**config.mk**
```make
export PLATFORM = sky130hd
export DESIGN_NAME = mdu_iter
export DESIGN_NICKNAME = d
export VERILOG_FILES = /design/src/rtl/mdu_iter.sv
export SDC_FILE = /design/constraint.sdc
export NUM_CORES = 1
export LEC_CHECK = 0
export ABC_AREA = 0
export CAP_MARGIN = 30
export CELL_PAD_IN_SITES_DETAIL_PLACEMENT = 0
export CELL_PAD_IN_SITES_GLOBAL_PLACEMENT = 2
export CORE_ASPECT_RATIO = 0.8
export CORE_MARGIN = 2
export CORE_UTILIZATION = 29
export CTS_BUF_LIST = sky130_fd_sc_hd__clkbuf_16
export DETAILED_ROUTE_END_ITERATION = 8
export GPL_ROUTABILITY_DRIVEN = 0
export PLACE_DENSITY_LB_ADDON = 0.1
export SLEW_MARGIN = 20
export SYNTH_ARGS = -nofsm -noshare
export SYNTH_HDL_FRONTEND = slang
export SYNTH_SLANG_ARGS = --single-unit
```
**constraint.sdc**
```tcl
create_clock -name clk -period 12.65 [get_ports clk]
set_input_delay 2.53 -clock clk [delete_from_list [all_inputs] [get_ports clk]]
set_output_delay 2.53 -clock clk [all_outputs]
set_load 0.01 [all_outputs]
```
**src/rtl/mdu_iter.sv**
```systemverilog
// Iterative MIPS-style multiply/divide unit. It runs one bit per cycle and owns the
// architectural HI/LO registers. It also raises a stall while MFHI/MFLO waits on a result.
module mdu_iter #(
  parameter int unsigned WIDTH = 32
) (
  input  logic             clk,
  input  logic             clr,
  input  logic             start,
  input  logic [1:0]       op,
  input  logic [WIDTH-1:0] busA,
  input  logic [WIDTH-1:0] busB,
  input  logic             mthi,
  input  logic             mtlo,
  input  logic             hilo_rd,
  output logic [WIDTH-1:0] hi,
  output logic [WIDTH-1:0] lo,
  output logic             busy,
  output logic             done,
  output logic             stall
);

  localparam int unsigned CW = (WIDTH > 1) ? $clog2(WIDTH) : 1;
  localparam int unsigned DW = 2 * WIDTH;

  typedef enum logic {IDLE, CALC} state_t;

  state_t           state, stateNxt;
  logic [CW-1:0]    count;
  logic             isDiv, negRes, negRem, divZero;
  logic [WIDTH:0]   accHi;
  logic [WIDTH-1:0] accLo, operand, origA;

  logic             loadOp, moveHi, moveLo, lastIter;
  logic [WIDTH-1:0] magA, magB;
  logic [WIDTH:0]   mulSum, divShift, divDiff;
  logic             divTake;
  logic [WIDTH:0]   accHiNxt;
  logic [WIDTH-1:0] accLoNxt;
  logic [DW-1:0]    prod, prodFix;
  logic [WIDTH-1:0] resHi, resLo;

  // State register
  always_ff @(posedge clk or negedge clr) begin
    if (!clr) state <= IDLE;
    else      state <= stateNxt;
  end

  // Next-state logic
  always_comb begin
    stateNxt = state;
    case (state)
      IDLE:    if (start) stateNxt = CALC;
      CALC:    if (count == CW'(WIDTH - 1)) stateNxt = IDLE;
      default: stateNxt = IDLE;
    endcase
  end

  // Control decode: moves and launches are only honoured while idle
  always_comb begin
    busy     = 1'b0;
    loadOp   = 1'b0;
    moveHi   = 1'b0;
    moveLo   = 1'b0;
    lastIter = 1'b0;
    case (state)
      IDLE: begin
        loadOp = start;
        moveHi = mthi;
        moveLo = mtlo;
      end
      CALC: begin
        busy     = 1'b1;
        lastIter = (count == CW'(WIDTH - 1));
      end
      default: ;
    endcase
  end

  assign stall = hilo_rd & busy;

  // Operand magnitudes (signed ops use op[0]=0) and one shift-add / restoring step
  always_comb begin
    magA     = (!op[0] && busA[WIDTH-1]) ? WIDTH'(-busA) : busA;
    magB     = (!op[0] && busB[WIDTH-1]) ? WIDTH'(-busB) : busB;
    mulSum   = {1'b0, accHi[WIDTH-1:0]} + (accLo[0] ? {1'b0, operand} : (WIDTH + 1)'(0));
    divShift = {accHi[WIDTH-1:0], accLo[WIDTH-1]};
    divDiff  = divShift - {1'b0, operand};
    divTake  = (divShift >= {1'b0, operand});
    if (isDiv) begin
      accHiNxt = divTake ? divDiff : divShift;
      accLoNxt = {accLo[WIDTH-2:0], divTake};
    end else begin
      accHiNxt = {1'b0, mulSum[WIDTH:1]};
      accLoNxt = {mulSum[0], accLo[WIDTH-1:1]};
    end
    prod    = {accHiNxt[WIDTH-1:0], accLoNxt};
    prodFix = negRes ? DW'(-prod) : prod;
    if (!isDiv) begin
      resHi = prodFix[DW-1:WIDTH];
      resLo = prodFix[WIDTH-1:0];
    end else if (divZero) begin
      resHi = origA;
      resLo = '1;
    end else begin
      resHi = negRem ? WIDTH'(-accHiNxt[WIDTH-1:0]) : accHiNxt[WIDTH-1:0];
      resLo = negRes ? WIDTH'(-accLoNxt) : accLoNxt;
    end
  end

  // Datapath, HI/LO and done pulse
  always_ff @(posedge clk or negedge clr) begin
    if (!clr) begin
      count   <= '0;
      isDiv   <= 1'b0;
      negRes  <= 1'b0;
      negRem  <= 1'b0;
      divZero <= 1'b0;
      accHi   <= '0;
      accLo   <= '0;
      operand <= '0;
      origA   <= '0;
      hi      <= '0;
      lo      <= '0;
      done    <= 1'b0;
    end else begin
      done <= lastIter;
      if (loadOp) begin
        isDiv   <= op[1];
        negRes  <= !op[0] && (busA[WIDTH-1] ^ busB[WIDTH-1]);
        negRem  <= !op[0] && busA[WIDTH-1];
        divZero <= op[1] && (busB == '0);
        origA   <= busA;
        count   <= '0;
        accHi   <= '0;
        operand <= op[1] ? magB : magA;
        accLo   <= op[1] ? magA : magB;
      end else if (busy) begin
        accHi <= accHiNxt;
        accLo <= accLoNxt;
        count <= count + CW'(1);
      end
      if (lastIter) begin
        hi <= resHi;
        lo <= resLo;
      end else begin
        if (moveHi) hi <= busA;
        if (moveLo) lo <= busA;
      end
    end
  end

endmodule
```
==> After elaboration in Yosys (flattened, before gate mapping) <==
Index checks and enable logic that the tools add are counted.
{ "op_classes": {"n_reduce_logical": 9, "n_addsub": 8, "mux": 33, "bitwise": 3, "n_lt_le_gt_ge": 1, "eq_ne": 1} }
{ "ops": {"columns": ["op", "n"], "rows": [
  ["32-bit two-way mux", 22],
  ["32-bit negation", 4],
  ["64-bit two-way mux", 1],
  ["64-bit negation", 1],
  ["32-bit by 32-bit adder with 33-bit output", 1],
  ["33-bit by 32-bit greater-or-equal comparator with 1-bit output", 1],
  ["32-bit zero test", 1],
  ["32-bit subtractor", 1],
  ["5-bit two-way mux", 2],
  ["1-bit two-way mux", 7],
  ["2-bit nonzero test", 3],
  ["5-bit by 1-bit adder with 5-bit output (second input constant)", 1],
  ["5-bit == test (second input constant)", 1],
  ["1-bit logical AND", 4],
  ["1-bit one-hot mux with 2 select lines", 1],
  ["1-bit bitwise AND", 1],
  ["1-bit zero test", 1],
  ["1-bit inverter", 1],
  ["1-bit bitwise XOR", 1]
]} }
{ "word_totals": {"reg_bits": 203} }

==> Logic depth before layout (Yosys ltp) <==
Gate-level depths: netlist of the first run.
{ "logic_depth": {"ltp_word": 8, "ltp_mapped": 24, "mapped_depth_nobuf": 20} }

==> Worst setup path before layout of the first run <==
No wires, ideal clock.
{ "synth_path": {"path_type": "reg2reg", "from": "register accHi[9]", "to": "register hi[24]", "slack_ps": 7404, "n_path_buf": 4, "stages_incl_launch_ff": 24, "required_ps": 12513, "arrival_time_ps": 5110, "setup_time_ps": 137, "period_less_slack_ps": 5246, "cell_sequence": "dfrtp_1 > ha_1 > buf_6 > a21oi_2 > o21ai_1 > a21oi_2 > o2111ai_2 > nor3_2 > buf_2 > buf_1 > mux2i_1 > mux2i_1 > inv_1 > ha_1 > nand2_1 > a311o_1 > o311a_1 > or4_1 > buf_2 > or4_4 > o41ai_2 > xor2_1 > o21ai_1 > a2bb2oi_1"} }
{ "synth_between": {"elab_chain_cells": 8, "elab_cells_between_ends": 13, "classes_between": "4 x add/sub; 1 x order compare; 8 x mux"} }
{ "synth_rtl": {"columns": ["item", "line", "text"], "rows": [
  ["start, declared", "30", "logic [WIDTH:0] accHi;"],
  ["start signal, assigned", "138", "accHi <= accHiNxt;"],
  ["32-bit subtractor / 33-bit by 32-bit greater-or-equal comparator with 1-bit output (equally long branches)", "87, 88", null],
  ["32-bit two-way mux", "90", "accHiNxt = divTake ? divDiff : divShift;"],
  ["32-bit two-way mux", "89", "if (isDiv) begin"],
  ["32-bit negation", "105", "resHi = negRem ? WIDTH'(-accHiNxt[WIDTH-1:0]) : accHiNxt[WIDTH-1:0];"],
  ["32-bit two-way mux", "105", null],
  ["32-bit two-way mux", "101", "end else if (divZero) begin"],
  ["32-bit two-way mux (*)", "98", "if (!isDiv) begin"],
  ["32-bit two-way mux (*)", "142", "if (lastIter) begin"],
  ["end signal, assigned", "143", "hi <= resHi;"],
  ["end signal, assigned", "146", "if (moveHi) hi <= busA;"],
  ["end, declared", "15", "output logic [WIDTH-1:0] hi,"]
]} }
Mark *: on every way between the ends. The rest lies on a longest branch, timed or not.
A chain may end at the register's enable or synchronous reset.

==> Final worst setup path of the first run <==
{ "layout_path": {"from": "register accHi[24]", "to": "register hi[16]"} }
{ "layout_between": {"elab_chain_cells": 8, "elab_cells_between_ends": 11, "classes_between": "2 x add/sub; 1 x order compare; 8 x mux"} }
{ "layout_rtl": {"columns": ["item", "line", "text"], "rows": [
  ["33-bit by 32-bit greater-or-equal comparator with 1-bit output (*)", "88", "divTake = (divShift >= {1'b0, operand});"],
  ["32-bit two-way mux", "90", null],
  ["32-bit two-way mux", "89", null],
  ["32-bit negation", "105", null],
  ["32-bit two-way mux", "105", null],
  ["32-bit two-way mux", "101", null],
  ["32-bit two-way mux (*)", "98", null],
  ["32-bit two-way mux (*)", "142", null]
]} }
Marked as above.

==> flow_summary.toml, run 1 <==
[run_status]
status = "finished clean"

[worst_setup_path]
cp.required_ns = 13.16
crit_path_cell_trace = "ha_1, nand4_1, nor3_1, nand4_1, o2111ai_2, buf_4, nor3_2, mux2i_1, mux2i_1, inv_1, ha_1, nand2_1, a311o_1, o311a_1, or4_1, or4_4, o21ai_0, xor2_1, o22ai_1, nor3_1"
critPathMaxFanout = 9
worstReg2RegEnd = "hi[16]"
start_kind = "flip-flop"
path_class = "reg2reg"
end_kind = "flip-flop"
crit_slowest_cell = "or4_1"
r2r_setup_slack_ns = 5.91
cp.arrival_ns = 7.26
worst_path_largest_cell_delay_ns = 0.65
ff2ff_path_depth = 20
r2r-start = "accHi[24]"
worstSetupStartpoint = "accHi[24]"
crit_end = "hi[16]"

[route]
dr.pass1.iters = 8
detail-route-antenna-nets = 0
wire_per_inst_um = 28.3
drt_wl_total_mm = 96.1
drcViolationCount = 0
drtIter0Drc = 2291
via_count = 19900
viasPerCell = 5.86

[sta]
finClkSkew_ns = 0.0295
setup_viol = 0
rsz0062_at_grt = "no"
drv_slew = 0
hold_violations = 0
timing.final.crit_share_pct = 53.3
period_needed_ns = 6.74
final.setup.tns_ns = 0
fmax_ghz = 0.148
worst_slew_pin_slew_ns = 1.02
whs_ns = 0.474
slew_headroom_pct = 32.1

[cells_and_area]
fin_area_um2 = 21900
areaGrowthSynthToFinish_pct = 16.6
drive_gt1_share_pct = 6.56
nets = 2671
final_core_util_pct = 34.1

[logic_synthesis]
syn_avg_cell_area_um2 = 7.58
yosysWarnings = 0
yosys-top-cells-area = "dfrtp_1, nand2_1, o21ai_0, ha_1, a21oi_1"
synth.top_cell.area_share_pct = 27.1
synth_xor_area_share_pct = 8.13
ys_seq_area_share_pct = 27.1
synthFlopType = "dfrtp_1"
yosysTopAreaCell = "dfrtp_1"
synth_adder_area_share_pct = 4.88
synthCells = 2473
synthTopCellsByCount = "nand2_1, o21ai_0, dfrtp_1"
yosys.area_share.simple_pct = 23.8
netlist_area_um2 = 18800
synth_top_family_by_area = "compound AO/OA/AOI/OAI gates"
synth_mux_area_share_pct = 3.92
synth_edf_count = 0
synth.most_common_cell = "nand2_1"
synth_seq_cells = 203
synth.distinct_cells = 97
synth_compound_area_share_pct = 26.8
synth.net_count = 2617
synthArstFlopShare_pct = 100

[cts]
numCtsBuffers = 27
cts-resized-gates = 0
clk_pin_slew_ns = 0.06
post-cts-setup-buffer-count = 0
clockBufferDepth = 3
clock-sinks = 203
holdBufCountCts = 0
htree_levels = 1
insertion_delay_ns = 0.61
tritoncts = "done"
cts_root_buffer = "clkbuf_16"

[placed_design]
port_buffers = 138
dpl-instance-area_um2 = 21000
dp_hpwl_mm = 74.1

[min_path]
hold_path_class = "reg2reg"
holdPathStages = 2

[global_routing]
grtUsageTotal_pct = 28.2
antenna_found_initial = 4
grt_max_degree = 101
grt_pass1_wl_mm = 138
grt_pass1_vias = 18700
overflow = 0

[floorplanning]
num_rows = 83
initial_utilization_pct = 29.3
dieArea_um2 = 66700
ios = 139
die_w_um = 288
die_h_um = 231
core_um2 = 64100

[run]
drv_cap = 0
-- cells by family after synthesis --
| group | count (synthesis) |
|---|---|
| AO/OA/AOI/OAI | 775 |
| buffers and inverters | 248 |
| flip-flops | 203 |
| adder cells (fa/ha/maj) | 72 |
| XOR/XNOR | 174 |
| AND/OR/NAND/NOR | 929 |
| multiplexers | 72 |
-- per-stage QoR --
stage | setup slack (ns) | instances
2_1_floorplan | 7.40 | 2473
3_3_place_gp | 6.19 | 3343
3_5_place_dp | 6.15 | 3344
4_1_cts | 6.10 | 3392
5_1_grt | 5.80 | 3396
6_report | 5.91 | 3397
-- state kept, by name, indices dropped and copies added, names as in the netlist --
| signal | cells |
|---|---|
| hi | 32 |
| origA | 32 |
| count | 5 |
| done | 1 |
| accLo | 32 |
| negRem | 1 |
| negRes | 1 |
| state | 1 |
| isDiv | 1 |
| accHi | 32 |
| operand | 32 |
| lo | 32 |
| divZero | 1 |
-- worst min path at each step --
stage                          from  slack (ns)   endpoint
after floorplan           origA[19]        0.44  origA[19]
after global placement    origA[30]        0.46  origA[30]
after detailed placement  origA[30]        0.46  origA[30]
after CTS                 origA[30]        0.47  origA[30]
after global routing      origA[22]        0.50  origA[22]
final                     origA[14]        0.47  origA[14]
-- critical path: cells and delay by family, from the launching register on --
kind | cells | cell delay, ns
AOI/OAI and AO/OA | 5 | 1.60
xor gates and xnor gates | 1 | 0.33
adders and majority gates | 2 | 0.84
buffers and inverters | 2 | 0.39
DFF | 1 | 0.51
muxes | 2 | 0.35
and+or+nand+nor | 8 | 2.61
-- routing by layer --
layer	vias to the layer above	track usage, %	routed length (µm)
met3	91	4.06	6950
met4	0	5.78	2160
met5	-	0	0
met2	796	38.6	37700
met1	9914	45.4	49200
li1	9112	-	-
-- placed cells by master, fill, tap and decap left out, drive strengths merged, types with 28 or more instances in the layout --
cell and n:
nand2 399, o21ai 213, dfrtp 203, a21oi 174
nor2 149, clkdlybuf4s50 136, xnor2 94, inv 82
xor2 80, ha 70, nor3 66, mux2i 61
buf 60, and2 57, o211ai 49, nand3 47
a211oi 46, a31oi 42, o22ai 41, a21o 40
nand4 35, nor4 34, clkbuf 28
-- final cells by class --
class,instances,area (µm²)
Multi-Input combinational cell,2022,12700
Inverter,76,285
Clock inverter,21,188
Tap cell,850,1060
Sequential cell,203,5090
Timing Repair Buffer,197,1860
Fill cell,6830,42200
Antenna cell,1,2.50
Clock buffer,27,676
Power of run 1 is not shown: default switching activity piles up to over one toggle a cycle in this logic, so the estimate is an artifact.
==> inputs of run 2 (changes only) <==
==> constraint.sdc (replaced) <==
create_clock -name clk -period 6.25 [get_ports clk]
set_input_delay 1.25 -clock clk [delete_from_list [all_inputs] [get_ports clk]]
set_output_delay 1.25 -clock clk [all_outputs]
set_load 0.01 [all_outputs]
==> run 2 against run 1 <==
  * Hold slack got worse by 0.0056 ns
  * Register-to-register slack worse by 5.5 ns
  * Fmax grew 16%
  * Setup slack got worse by 5.5 ns
  * Clock skew down 0.0079 ns
==> flow_summary.toml, run 2 (same netlist as run 1, synthesis figures left out) <==
[worst_setup_path]
cp.required_ns = 6.74
crit_path_cell_trace = "buf_4, and2_1, ha_1, a21oi_1, o21ai_0, o41ai_1, and2_1, o21ai_0, xor2_1, mux2_2, or4_4, o41a_1, and3_1, o32ai_1"
cp.arrival_ns = 6.31
end_kind = "flip-flop"
critPathMaxFanout = 18
r2r_setup_slack_ns = 0.43
path_class = "reg2reg"
crit_slowest_cell = "o41ai_1"
start_kind = "flip-flop"
crit_family = "compound AO/OA/AOI/OAI gates"
worst_path_largest_cell_delay_ns = 0.87
worst-path-buf-inv = 1

[cells_and_area]
mostFrequentLayoutCells = "nand2_1, o21ai_0, dfrtp_1"
fin_area_um2 = 22300
final_common_cell = "nand2_1"
final_core_util_pct = 34.9
areaGrowthSynthToFinish_pct = 19.1
nets = 2727
drive_gt1_share_pct = 8.76

[cts]
clk_pin_slew_ns = 0.06
insertion_delay_ns = 0.60
cts_root_buffer = "clkbuf_16"
post-cts-setup-buffer-count = 0
tritoncts = "done"
htree_levels = 1
clockBufferDepth = 3
numCtsBuffers = 28
cts-resized-gates = 0
clock-sinks = 203
holdBufCountCts = 0

[sta]
finClkSkew_ns = 0.0216
timing.final.crit_share_pct = 93.1
final.setup.tns_ns = 0
drv_slew = 0
hold_violations = 0
setup_viol = 0
slew_headroom_pct = 18.6
rsz0062_at_grt = "no"
period_needed_ns = 5.82
fmax_ghz = 0.172
worst_slew_pin_slew_ns = 1.22

[route]
viasPerCell = 5.80
drt_wl_total_mm = 97.4
dr.pass1.iters = 5
detail-route-antenna-nets = 0
drtIter0Drc = 2148
via_count = 20000
wire_per_inst_um = 28.2
drcViolationCount = 0

[global_routing]
grt_max_degree = 113
grt_pass1_wl_mm = 140
antenna_found_initial = 6
grtUsageTotal_pct = 28.7
grt_pass1_vias = 19300
overflow = 0

[pwr]
irDropWorstVdd_uv = 221
p_leak_nw = 9.12
power_density_nw_per_um2 = 757
power_mw = 16.9

[run]
drv_cap = 0

[floorplanning]
dieArea_um2 = 66700
die_w_um = 288
core_um2 = 64100
num_rows = 83
initial_utilization_pct = 29.3
ios = 139
die_h_um = 231

[placed_design]
dpl-instance-area_um2 = 21400
dp_hpwl_mm = 75.7
port_buffers = 138

[run_status]
status = "finished clean"

[min_path]
hold_path_class = "reg2reg"
==> run 2: layer usage <==
metal | global-route usage (%) | share of wire [%] | vias up | routed length, µm
met3 | 8.87 | 9.5 | 129 | 9240
li1 | - | - | 9215 | -
met4 | 8.95 | 3.4 | 8 | 3320
met2 | 38.8 | 39 | 772 | 37800
met5 | 0 | 0.064 | - | 62
met1 | 42.7 | 48 | 9925 | 47000
==> run 2: tightest hold or removal path, stage by stage (launching register included) <==
cell,delay (ns)
dfrtp_1,0.33
nand2_1,0.05
nand2_1,0.05
==> run 2: power by group <==
| group | switching, mW | leakage, nW | internal, mW | total, mW |
|---|---|---|---|---|
| sequential | 0.791 | 2.44 | 1.98 | 2.77 |
| combinational | 7.94 | 6.21 | 4.53 | 12.5 |
| clock | 0.712 | 0.472 | 0.956 | 1.67 |
==> run 2: cell type report <==
class | count | area, µm²
Multi-Input combinational cell | 2022 | 12700
Fill cell | 6783 | 41700
Sequential cell | 203 | 5090
Antenna cell | 1 | 2.50
Timing Repair Buffer | 252 | 2280
Clock inverter | 22 | 181
Tap cell | 850 | 1060
Inverter | 76 | 285
Clock buffer | 29 | 726
==> run 2: per-stage QoR <==
stage                     instances  worst slack, ns  hold WS [ns]
after floorplan                2473             1.00         0.438
after global placement         3397            0.473         0.455
after detailed placement       3397            0.500         0.456
after CTS                      3448            0.501         0.471
after global routing           3454           0.0513         0.495
final                          3455            0.433         0.469
==> run 2: path summary, 6_finish.rpt <==
kind | depth (start not counted) | startpoint | endpoint
hold / removal | 2 | origA[19] | origA[19]
min in group asynchronous | 1 | clr | operand[31]
hold reg to reg | 2 | origA[19] | origA[19]
max in group asynchronous | 2 | clr | divZero
setup / recovery | 14 | accLo[0] | hi[31]
setup reg to reg | 14 | accLo[0] | hi[31]
Note: power is estimated with default switching activity, not from simulation.
==> inputs of run 3 (changes only) <==
--- a/config.mk
+++ b/config.mk
@@ -5,7 +5,7 @@
 export SDC_FILE = /design/constraint.sdc
 export NUM_CORES = 1
 export LEC_CHECK = 0
-export ABC_AREA = 0
+export ABC_AREA = 1
 export CAP_MARGIN = 30
 export CELL_PAD_IN_SITES_DETAIL_PLACEMENT = 0
 export CELL_PAD_IN_SITES_GLOBAL_PLACEMENT = 2
@@ -15,7 +15,7 @@
 export CTS_BUF_LIST = sky130_fd_sc_hd__clkbuf_16
 export DETAILED_ROUTE_END_ITERATION = 8
 export GPL_ROUTABILITY_DRIVEN = 0
-export PLACE_DENSITY_LB_ADDON = 0.1
+export PLACE_DENSITY = 0.82
 export SLEW_MARGIN = 20
 export SYNTH_ARGS = -nofsm -noshare
 export SYNTH_HDL_FRONTEND = slang
==> run 3 against run 2 <==
  * Routed wire length rose by 3.3%
  * Synthesized cell count rose by 31%
  * First-iteration DRC count up 23%
  * Non-clock buffer count is 84 lower
  * Highest routed layer is now met4
==> flow_summary.toml, run 3 <==
[floorplanning]
initial_utilization_pct = 29.2
num_rows = 86
die_w_um = 298
dieArea_um2 = 71100
ios = 139
core_um2 = 68500
die_h_um = 239

[cts]
tritoncts = "done"
clock-sinks = 203
insertion_delay_ns = 0.55
htree_levels = 1
cts-resized-gates = 0
clk_pin_slew_ns = 0.07
cts_root_buffer = "clkbuf_16"
clockBufferDepth = 3
holdBufCountCts = 0
numCtsBuffers = 25
post-cts-setup-buffer-count = 0

[cells_and_area]
final_core_util_pct = 33.6
areaGrowthSynthToFinish_pct = 15.1
final_common_cell = "nand2_1"
drive_gt1_share_pct = 6.69
nets = 3446
mostFrequentLayoutCells = "nand2_1, inv_1, nor2_1"
instances_no_fill = 4244
fillers = 7756

[logic_synthesis]
synth_seq_cells = 203
synth.net_count = 3380
synthCells = 3236
syn_avg_cell_area_um2 = 6.18
netlist_area_um2 = 20000
synth_edf_count = 0
synth.distinct_cells = 56
yosys-top-cells-area = "dfrtp_1, nand2_1, inv_1, nor2_1, nand3_1"
yosysTopAreaCell = "dfrtp_1"
synth.top_cell.area_share_pct = 25.4
synthArstFlopShare_pct = 100
ys_seq_area_share_pct = 25.4
synth.most_common_cell = "nand2_1"
synthTopCellsByCount = "nand2_1, inv_1, nor2_1"
yosysWarnings = 0
synthFlopType = "dfrtp_1"

[placed_design]
placedCellCount = 4198
port_buffers = 138
dp_hpwl_mm = 80.9

[worst_setup_path]
cp.arrival_ns = 5.39
start_kind = "flip-flop"
crit_top_cell = "nand2_1"
crit_slowest_cell = "dfrtp_1"
worst_path_largest_cell_delay_ns = 0.46
end_kind = "flip-flop"
cp.required_ns = 6.71
path_class = "reg2reg"
critPathMaxFanout = 25

[sta]
rsz0062_at_grt = "no"
hold_violations = 0
slew_headroom_pct = 32.5
final.setup.tns_ns = 0
worst_slew_pin_slew_ns = 1.01
timing.final.crit_share_pct = 78.9
fmax_ghz = 0.203
finClkSkew_ns = 0.0136
period_needed_ns = 4.93
drv_slew = 0
setup_viol = 0

[global_routing]
grt_max_degree = 127
grtUsageTotal_pct = 27.6
grt_pass1_wl_mm = 145
overflow = 0
grt_pass1_vias = 20700
antenna_found_initial = 2

[min_path]
hold_path_class = "reg2reg"

[route]
drcViolationCount = 0
drt_wl_total_mm = 101
via_count = 22400
drtIter0Drc = 2633
viasPerCell = 5.27
detail-route-antenna-nets = 0
dr.pass1.iters = 6
wire_per_inst_um = 23.7

[run_status]
status = "finished clean"

[run]
drv_cap = 0
-- run 3: per-stage QoR --
step	setup slack [ns]	instance area [µm²]	hold WS, ns
floorplan	2.60	20000	0.448
global placement	1.30	22200	0.463
detailed placement	1.34	22200	0.468
CTS	1.39	23000	0.483
global route	0.993	23000	0.513
finish	1.32	23000	0.487
-- run 3: final timing paths --
path                            from        end  slack, ns  depth (start not counted)
setup / recovery            accHi[7]     hi[26]       1.32                         28
hold / removal             origA[24]  origA[24]       0.49                          2
min in group asynchronous        clr  accHi[30]       0.67                          1
max in group asynchronous        clr  accLo[20]       4.37                          2
hold reg to reg            origA[24]  origA[24]       0.49                          2
setup reg to reg            accHi[7]     hi[26]       1.32                         28
-- run 3: layer usage --
layer	share of wire, %	global-route usage, %	vias to the layer above
met2	38	36.9	995
met1	49	42.7	10700
met5	0	0	-
met3	11	8.35	82
li1	-	-	10600
met4	1.8	4.68	0
-- run 3: cells by family after synthesis --
| family | share of synthesized area (%) |
|---|---|
| flops | 25.4 |
| xor+xnor | 3.99 |
| simple gates | 38.2 |
| mux | 0.163 |
| buf+inv | 11.3 |
| fa+ha+maj | 4.58 |
| compound gates | 16.4 |
-- run 3: cell type report --
class	count	area [µm²]	area share, %
clock inverters	19	171	0.745
clock buffers	25	626	2.72
repair buffers	168	1650	7.16
flip-flops and latches	203	5090	22.1
multi-input cells	2465	12700	55.1
inverters	439	1650	7.17
diodes	1	2.50	0.0109
well taps	924	1160	5.02
-- run 3: critical path: cells and delay by family (launching register included) --
family	cells	cell delay, ns
buf+inv	3	0.25
flops	1	0.46
fa+ha+maj	2	0.66
mux	1	0.32
compound gates	3	0.70
simple gates	19	2.42
Power of run 3 is left out for the same reason.
